File: src/rtl/tlul_host_arb_2_1.sv
// 2:1 TL-UL host arbiter: round-robin (or h0-priority) A-channel grant with lock,
// in-order D-channel steering through an outstanding host-ID FIFO.
package tlul_pkg;
  typedef struct packed {
    logic        a_valid;
    logic [2:0]  a_opcode;
    logic [2:0]  a_param;
    logic [1:0]  a_size;
    logic [7:0]  a_source;
    logic [31:0] a_address;
    logic [3:0]  a_mask;
    logic [31:0] a_data;
    logic        d_ready;
  } tl_h2d_t;

  typedef struct packed {
    logic        d_valid;
    logic [2:0]  d_opcode;
    logic [2:0]  d_param;
    logic [1:0]  d_size;
    logic [7:0]  d_source;
    logic        d_sink;
    logic [31:0] d_data;
    logic        d_error;
    logic        a_ready;
  } tl_d2h_t;
endpackage

module tlul_host_arb_2_1
  import tlul_pkg::*;
#(
  parameter int unsigned MaxOutst = 4,
  parameter bit          H0Prio   = 1'b0
) (
  input  logic    clk_i,
  input  logic    rst_i,
  input  tl_h2d_t tl_h2d_h0,
  output tl_d2h_t tl_d2h_h0,
  input  tl_h2d_t tl_h2d_h1,
  output tl_d2h_t tl_d2h_h1,
  output tl_h2d_t tl_h2d_o,
  input  tl_d2h_t tl_d2h_i,
  output logic    busy_o
);

  localparam int unsigned PW = $clog2(MaxOutst);
  localparam int unsigned CW = PW + 1;
  localparam logic [CW-1:0] Depth = CW'(MaxOutst);

  typedef enum logic {StIdle, StLock} state_e;

  state_e          state_q, state_d;
  logic            lock_host_q, lock_host_d;
  logic            rr_q;
  logic [PW-1:0]   wptr_q, rptr_q;
  logic [CW-1:0]   count_q;
  logic            id_mem [MaxOutst];

  logic    gnt, empty, full, head, pop, stall, a_valid_out, accept, d_ready_out;
  tl_h2d_t sel_h2d;

  assign empty = (count_q == '0);
  assign full  = (count_q == Depth);
  assign head  = id_mem[rptr_q];

  always_comb begin
    gnt = 1'b0;
    if (state_q == StLock)                         gnt = lock_host_q;
    else if (tl_h2d_h0.a_valid && tl_h2d_h1.a_valid) gnt = H0Prio ? 1'b0 : rr_q;
    else                                           gnt = tl_h2d_h1.a_valid;
  end

  // A pop frees a slot in the same cycle, so a full FIFO still admits a beat then.
  assign d_ready_out = empty ? 1'b1 : (head ? tl_h2d_h1.d_ready : tl_h2d_h0.d_ready);
  assign pop         = tl_d2h_i.d_valid && d_ready_out && !empty;
  assign stall       = rst_i || (full && !pop);
  assign sel_h2d     = gnt ? tl_h2d_h1 : tl_h2d_h0;
  assign a_valid_out = sel_h2d.a_valid && !stall;
  assign accept      = a_valid_out && tl_d2h_i.a_ready;
  assign busy_o      = !rst_i && (!empty || tl_h2d_h0.a_valid || tl_h2d_h1.a_valid);

  always_comb begin
    tl_h2d_o         = sel_h2d;
    tl_h2d_o.a_valid = a_valid_out;
    tl_h2d_o.d_ready = d_ready_out;

    tl_d2h_h0         = tl_d2h_i;
    tl_d2h_h0.a_ready = !stall && !gnt && tl_d2h_i.a_ready;
    tl_d2h_h0.d_valid = !rst_i && !empty && !head && tl_d2h_i.d_valid;

    tl_d2h_h1         = tl_d2h_i;
    tl_d2h_h1.a_ready = !stall && gnt && tl_d2h_i.a_ready;
    tl_d2h_h1.d_valid = !rst_i && !empty && head && tl_d2h_i.d_valid;
  end

  always_comb begin
    state_d     = state_q;
    lock_host_d = lock_host_q;
    case (state_q)
      StIdle: if (a_valid_out && !tl_d2h_i.a_ready) begin
        state_d     = StLock;
        lock_host_d = gnt;
      end
      StLock: if (accept) state_d = StIdle;
      default: state_d = StIdle;
    endcase
  end

  always_ff @(posedge clk_i) begin
    if (rst_i) begin
      state_q     <= StIdle;
      lock_host_q <= 1'b0;
      rr_q        <= 1'b0;
      wptr_q      <= '0;
      rptr_q      <= '0;
      count_q     <= '0;
    end else begin
      state_q     <= state_d;
      lock_host_q <= lock_host_d;
      if (accept) begin
        rr_q   <= ~gnt;
        wptr_q <= wptr_q + PW'(1);
      end
      if (pop) rptr_q <= rptr_q + PW'(1);
      case ({accept, pop})
        2'b10:   count_q <= count_q + CW'(1);
        2'b01:   count_q <= count_q - CW'(1);
        default: count_q <= count_q;
      endcase
    end
  end

  always_ff @(posedge clk_i) begin
    if (accept) id_mem[wptr_q] <= gnt;
  end

  // A D beat with nothing outstanding is a target protocol error; it is drained, never popped.
  stray_d_beat: assert property (@(posedge clk_i) disable iff (rst_i)
                                 !(tl_d2h_i.d_valid && empty));

endmodule

File: config.mk
export PLATFORM = sky130hd
export DESIGN_NAME = tlul_host_arb_2_1
export DESIGN_NICKNAME = d
export VERILOG_FILES = /design/src/rtl/tlul_host_arb_2_1.sv
export SDC_FILE = /design/constraint.sdc
export NUM_CORES = 1
export LEC_CHECK = 0
export ABC_CLOCK_PERIOD_IN_PS = 3600
export CORE_AREA = 2 2 164 166
export CTS_BUF_LIST = sky130_fd_sc_hd__clkbuf_8
export CTS_CLUSTER_DIAMETER = 150
export DETAILED_ROUTE_END_ITERATION = 7
export DIE_AREA = 0 0 166 168
export RECOVER_POWER = 50
export SYNTH_ARGS = -nofsm -noshare
export SYNTH_HDL_FRONTEND = slang
export SYNTH_SLANG_ARGS = --single-unit
File: constraint.sdc
create_clock -name clk_i -period 3.6 [get_ports clk_i]
set_input_delay 0.36 -clock clk_i [delete_from_list [all_inputs] [get_ports clk_i]]
set_output_delay 0.36 -clock clk_i [all_outputs]
set_load 0.02 [all_outputs]
### After elaboration in Yosys (flattened, before gate mapping)

Memories as Yosys holds them, arrays and structs flattened. A register that Yosys moved wholly into a read port is not among the register bits.
Cells that the tools add are included.
Widths: inputs -> output; s select.

| word-level totals | value |
|---|---|
| word-level logic and storage cells | 59 |
| RAM bits | 4 |
| bits of input ports | 226 |
| flip-flop bits (word level) | 10 |
| output and inout bits | 191 |
| memories | 1 |

| cells by class | value |
|---|---|
| reductions and logical operators | 30 |
| muxes and demuxes | 13 |
| add/sub/neg operators | 4 |
| equality and inequality tests | 3 |
| bitwise logic cells | 2 |

Memory list:

| name | words | width | rd ports | clocked after Yosys merged registers in | wr ports | line | text |
|---|---|---|---|---|---|---|---|
| id_mem | 4 | 1 | 1 | 1 | 1 | 57 | `logic id_mem [MaxOutst];` |

Operators by type and width:

| operator | count |
|---|---|
| $mux 86 | 1 |
| $logic_and 1x1->1 | 17 |
| $mux 1 | 8 |
| $logic_not 1->1 | 7 |
| $pmux 3 s2 | 1 |
| $add 2x1->2 const B | 2 |
| $mux 2 | 2 |
| $add 3x1->3 const B | 1 |
| $eq 3x3->1 const B | 1 |
| $logic_not 3->1 | 1 |
| $logic_or 1x1->1 | 3 |
| $sub 3x1->3 const B | 1 |
| $eq 2x1->1 const B | 1 |
| $eq 2x2->1 const B | 1 |
| $not 1->1 | 2 |
| $pmux 1 s2 | 1 |
| $reduce_and 2->1 | 1 |
| $reduce_bool 2->1 | 1 |

### Logic depth before layout (Yosys ltp)

| logic depth | value |
|---|---|
| word-level depth | 12 |
| gate-level depth with buffers | 10 |

### Worst setup path before layout

OpenSTA, ideal clock, no wires.

| timing path | value |
|---|---|
| path type | reg-to-reg |
| start point | register with a tool-made name |
| end point | register count_q[2] |
| arrival time | 2,539 ps |
| period minus slack after synthesis | 2,610 ps |
| slack | 990 ps |
| setup time | 71 ps |
| cell stages (with the launch flop) | 11 |
| path buffers | 0 |
| path through | dfxtp_1 mux4_2 mux2_4 a2111oi_4 inv_1 ha_1 inv_1 fa_1 xor2_1 or3_1 a21oi_1 |

RTL lines:

| element | line | text |
|---|---|---|
| end signal: assignment | 126 | `2'b10: count_q <= count_q + CW'(1);` |
| end signal: assignment | 127 | `2'b01: count_q <= count_q - CW'(1);` |
| end signal: assignment | 128 | `default: count_q <= count_q;` |
| end: declaration | 56 | `logic [CW-1:0] count_q;` |

==> impl_results.md <==
* Grt ovf at 0
* Layout cells sized above 1 at around a quarter
* Num CTS Buffers at 3
* Commonest non-fill, non-tap cells in the layout: clkdlybuf4s50_1, mux2_2, nor2_1, dfxtp_1, inv_1
* Fmax at between 0.3 and 0.4 GHz
* Post_cts resized at 0
* Register area share after synthesis at between 10% and 20%
* Commonest non-fill, non-tap cell in the layout: clkdlybuf4s50_1
* DR pass1 iterations at 4
* Die area at approximately 28000 um2
* CTS sink cnt at 16
* Total Routing Usage GR at ~7.3%
* Hold Path Class: reg2reg
* Post-Syn Instances at 290
* R2R depth at 10
* Largest net degree at the start of global routing at 50
* 1st-iter DRT viols at 30
* Final wirelength at 11000 um
* Worst slew pin tran at between 0.5 and 0.6 ns
* CP startpoint kind: input pin
* Arrival time worst endpoint at between 2 and 3 ns
* Status: completed
* Final period util at about 85%
* Switch Pwr at 409 uW
* Compound-Gate Fraction of Synth Area at 5.34%
* Ys Warns at 0
* Comb pwr share at 70.6%
* Power Total at ~1200 uW
* Post-DP HPWL at around 9700 um
* Crit Reg-Reg Endpoint: count_q[2]
* Sw Ratio at 35.0%
* RSZ-0062 raised after global routing: no
* Vias per inst at between 3 and 4
* Synthesized Nets at ~520
* Worst Setup SP: tl_h2d_h1[85]
* Synth area leader: mux2_2
* Leakage at between 0.0015 and 0.002 uW
* Core Footprint at 26400 um2
* Slew Limit Fails at 0
* Crit end category: primary output
* Endpoints failing setup at 0
* WL/cell at 13.9 um
* Critical path class: in2out
* Synth top area share at 35.9%
* Worst-path cell chain: dlygate4sd3_1 > inv_1 > o31ai_4 > buf_12 > mux2_2 > clkdlybuf4s50_1
* Worst path top cell family by delay: buffers and inverters
* Crit path max fanout at 49
* Mapped Avg Cell Area at ~9.3 um2
* I/O pins at approximately 420
* Worst VDD drop at around 0.31 mV
* Port buffer count at around 270
* Max stage delay cell, worst path: dlygate4sd3_1
* Clock power share at roughly an eighth
* Max stage delay on crit path at slightly above 0.6 ns
* Synth Area in XOR/XNOR at less than 1%
* Mapped cell area at between 2000 and 3000 um2
* Initial Utilization at 10.2%
* CTS root buffer: clkbuf_8
* Seq cells post-synth at 16
* Area contributors post-synth: mux2_2, buf_4, dfxtp_1
* Post-synthesis adder-cell area fraction at between 3 and 4%
* # rows at 60
* Vias in the first global route at 2800
* Clock slew at reported path FFs at about 0.060 ns
* Slew headroom at about 66%
* Post-synth ARST share at 0%
* Filler cells at about 3000
* CTS Hold Bufs at 0
* Ys flop type: dfxtp_1
* First-pass GRT wire length at around 16000 um
* Yosys cell types at 33
* Clock Latency Late Sink at roughly 0.25 ns
* GP Congestion at 0.708
* Number of post-CTS setup repair buffers at 0
* Hold Fails Final Rpt at 0
* N_diodes at 0
* Crit path depth at 6
* Skew final at about 0.0021 ns
* FF-to-FF setup slack at ~0.82 ns
* Max-cap violations at 0
* P&R area growth vs syn at 88.0%
* CTS H-tree depth at 1
* Reg power frac at roughly 18%
* PwrDens at about 230 nW/um2
* Post-synthesis mux area share at roughly two fifths
* Worst Setup EP: tl_h2d_o[50]
* Critical R2R Launch: id_mem[0]
* Fin crit period at 3.08 ns
* Die height at 168 um
* DR vias at about 2600
* Initial antenna violation count at 0
* Int Pwr at ~760 uW
* Final ANT Viol Nets at 0
* Setup TNS Final at 0 ns
* Die X at ~170 um
* Post-synthesis simple-gate area fraction at under 10%
* WP buf/inv at 4
* Drt drc at 0
* Main combinational cell family by area after synthesis: multiplexers
* TritonCTS clock tree: yes
* CTS Buffer Depth at 2
* Critical Path RT at between 3 and 4 ns
* Nets at 683
* Post-synth EDFFs at 4
cells in the mapped netlist (2+ instances only):
| cell | count |
|---|---|
| buf_4 | 102 |
| mux2_2 | 86 |
| dfxtp_1 | 12 |
| nor2_1 | 12 |
| inv_1 | 10 |
| clkbuf_1 | 7 |
| nand2_1 | 7 |
| ha_1 | 5 |
| and2_1 | 4 |
| edfxtp_1 | 4 |
| nor2b_1 | 4 |
| or3_1 | 4 |
| a21oi_1 | 3 |
| buf_2 | 3 |
| mux2_4 | 3 |
| mux2i_1 | 3 |
| a21o_1 | 2 |
| nor3_1 | 2 |
| o21ai_0 | 2 |
| xor2_1 | 2 |
how the worst min path moves through the flow:
stage | start | to | slack (ns) | cells past startpoint
finish | rptr_q[1] | flip-flop | 0.49 | 2
global route | rptr_q[1] | rptr_q[1] | 0.52 | 2
CTS | rptr_q[1] | rptr_q[1] | 0.49 | 2
detailed placement | rptr_q[1] | flip-flop | 0.47 | 2
global placement | rptr_q[1] | rptr_q[1] | 0.47 | 2
floorplan | rptr_q[1] | flip-flop | 0.46 | 2
power groups by stage:
stage / logic [uW] / registers [uW] / clock network (uW)
global placement: 832 / 211 / 0
detailed placement: 834 / 211 / 0
CTS: 840 / 207 / 145
finish: 826 / 207 / 137
floorplan: 546 / 208 / 0
global route: 877 / 209 / 154
worst register-to-register path, cell delays in order, from the launching register on:
cell	delay [ns]
edfxtp_1	0.37
mux4_2	0.53
mux2_4	0.38
a2111oi_4	0.39
inv_1	0.09
ha_1	0.21
inv_1	0.07
fa_1	0.17
xor2_1	0.07
or3_1	0.31
a21oi_1	0.14
routing by layer:
layer  track usage (%)  share of wire [%]
met1              8.15                 37
met4              1.06                1.3
met2              12.3                 50
met5                 0                  0
met3              4.14                 12
layout make-up:
class	instances	area (um2)	share of cell area, %
well taps	341	427	8.42
flip-flops and latches	16	360	7.11
repair buffers	269	2700	53.3
multi-input cells	151	1500	29.5
inverters	10	37.5	0.741
clock inverters	1	3.75	0.0741
clock buffers	3	41.3	0.815
metrics by stage:
| step | instance area (um2) | util, % | hold slack, ns | setup WS (ns) | cells |
|---|---|---|---|---|---|
| after detailed placement | 5020 | 19.1 | 0.472 | 0.564 | 787 |
| after global placement | 5020 | 19.1 | 0.474 | 0.574 | 787 |
| final | 5070 | 19.2 | 0.486 | 0.523 | 791 |
| after CTS | 5070 | 19.2 | 0.487 | 0.549 | 791 |
| after floorplan | 2700 | - | 0.459 | 0.990 | 290 |
| after global routing | 5070 | 19.2 | 0.519 | 0.413 | 791 |
logic make-up after synthesis:
group	count (synthesis)
AOI/OAI and AO/OA	14
DFF	16
xor gates and xnor gates	2
buffers and inverters	123
muxes	93
and+or+nand+nor	36
adders and majority gates	6
No activity file was read; power rests on OpenSTA's default activity.
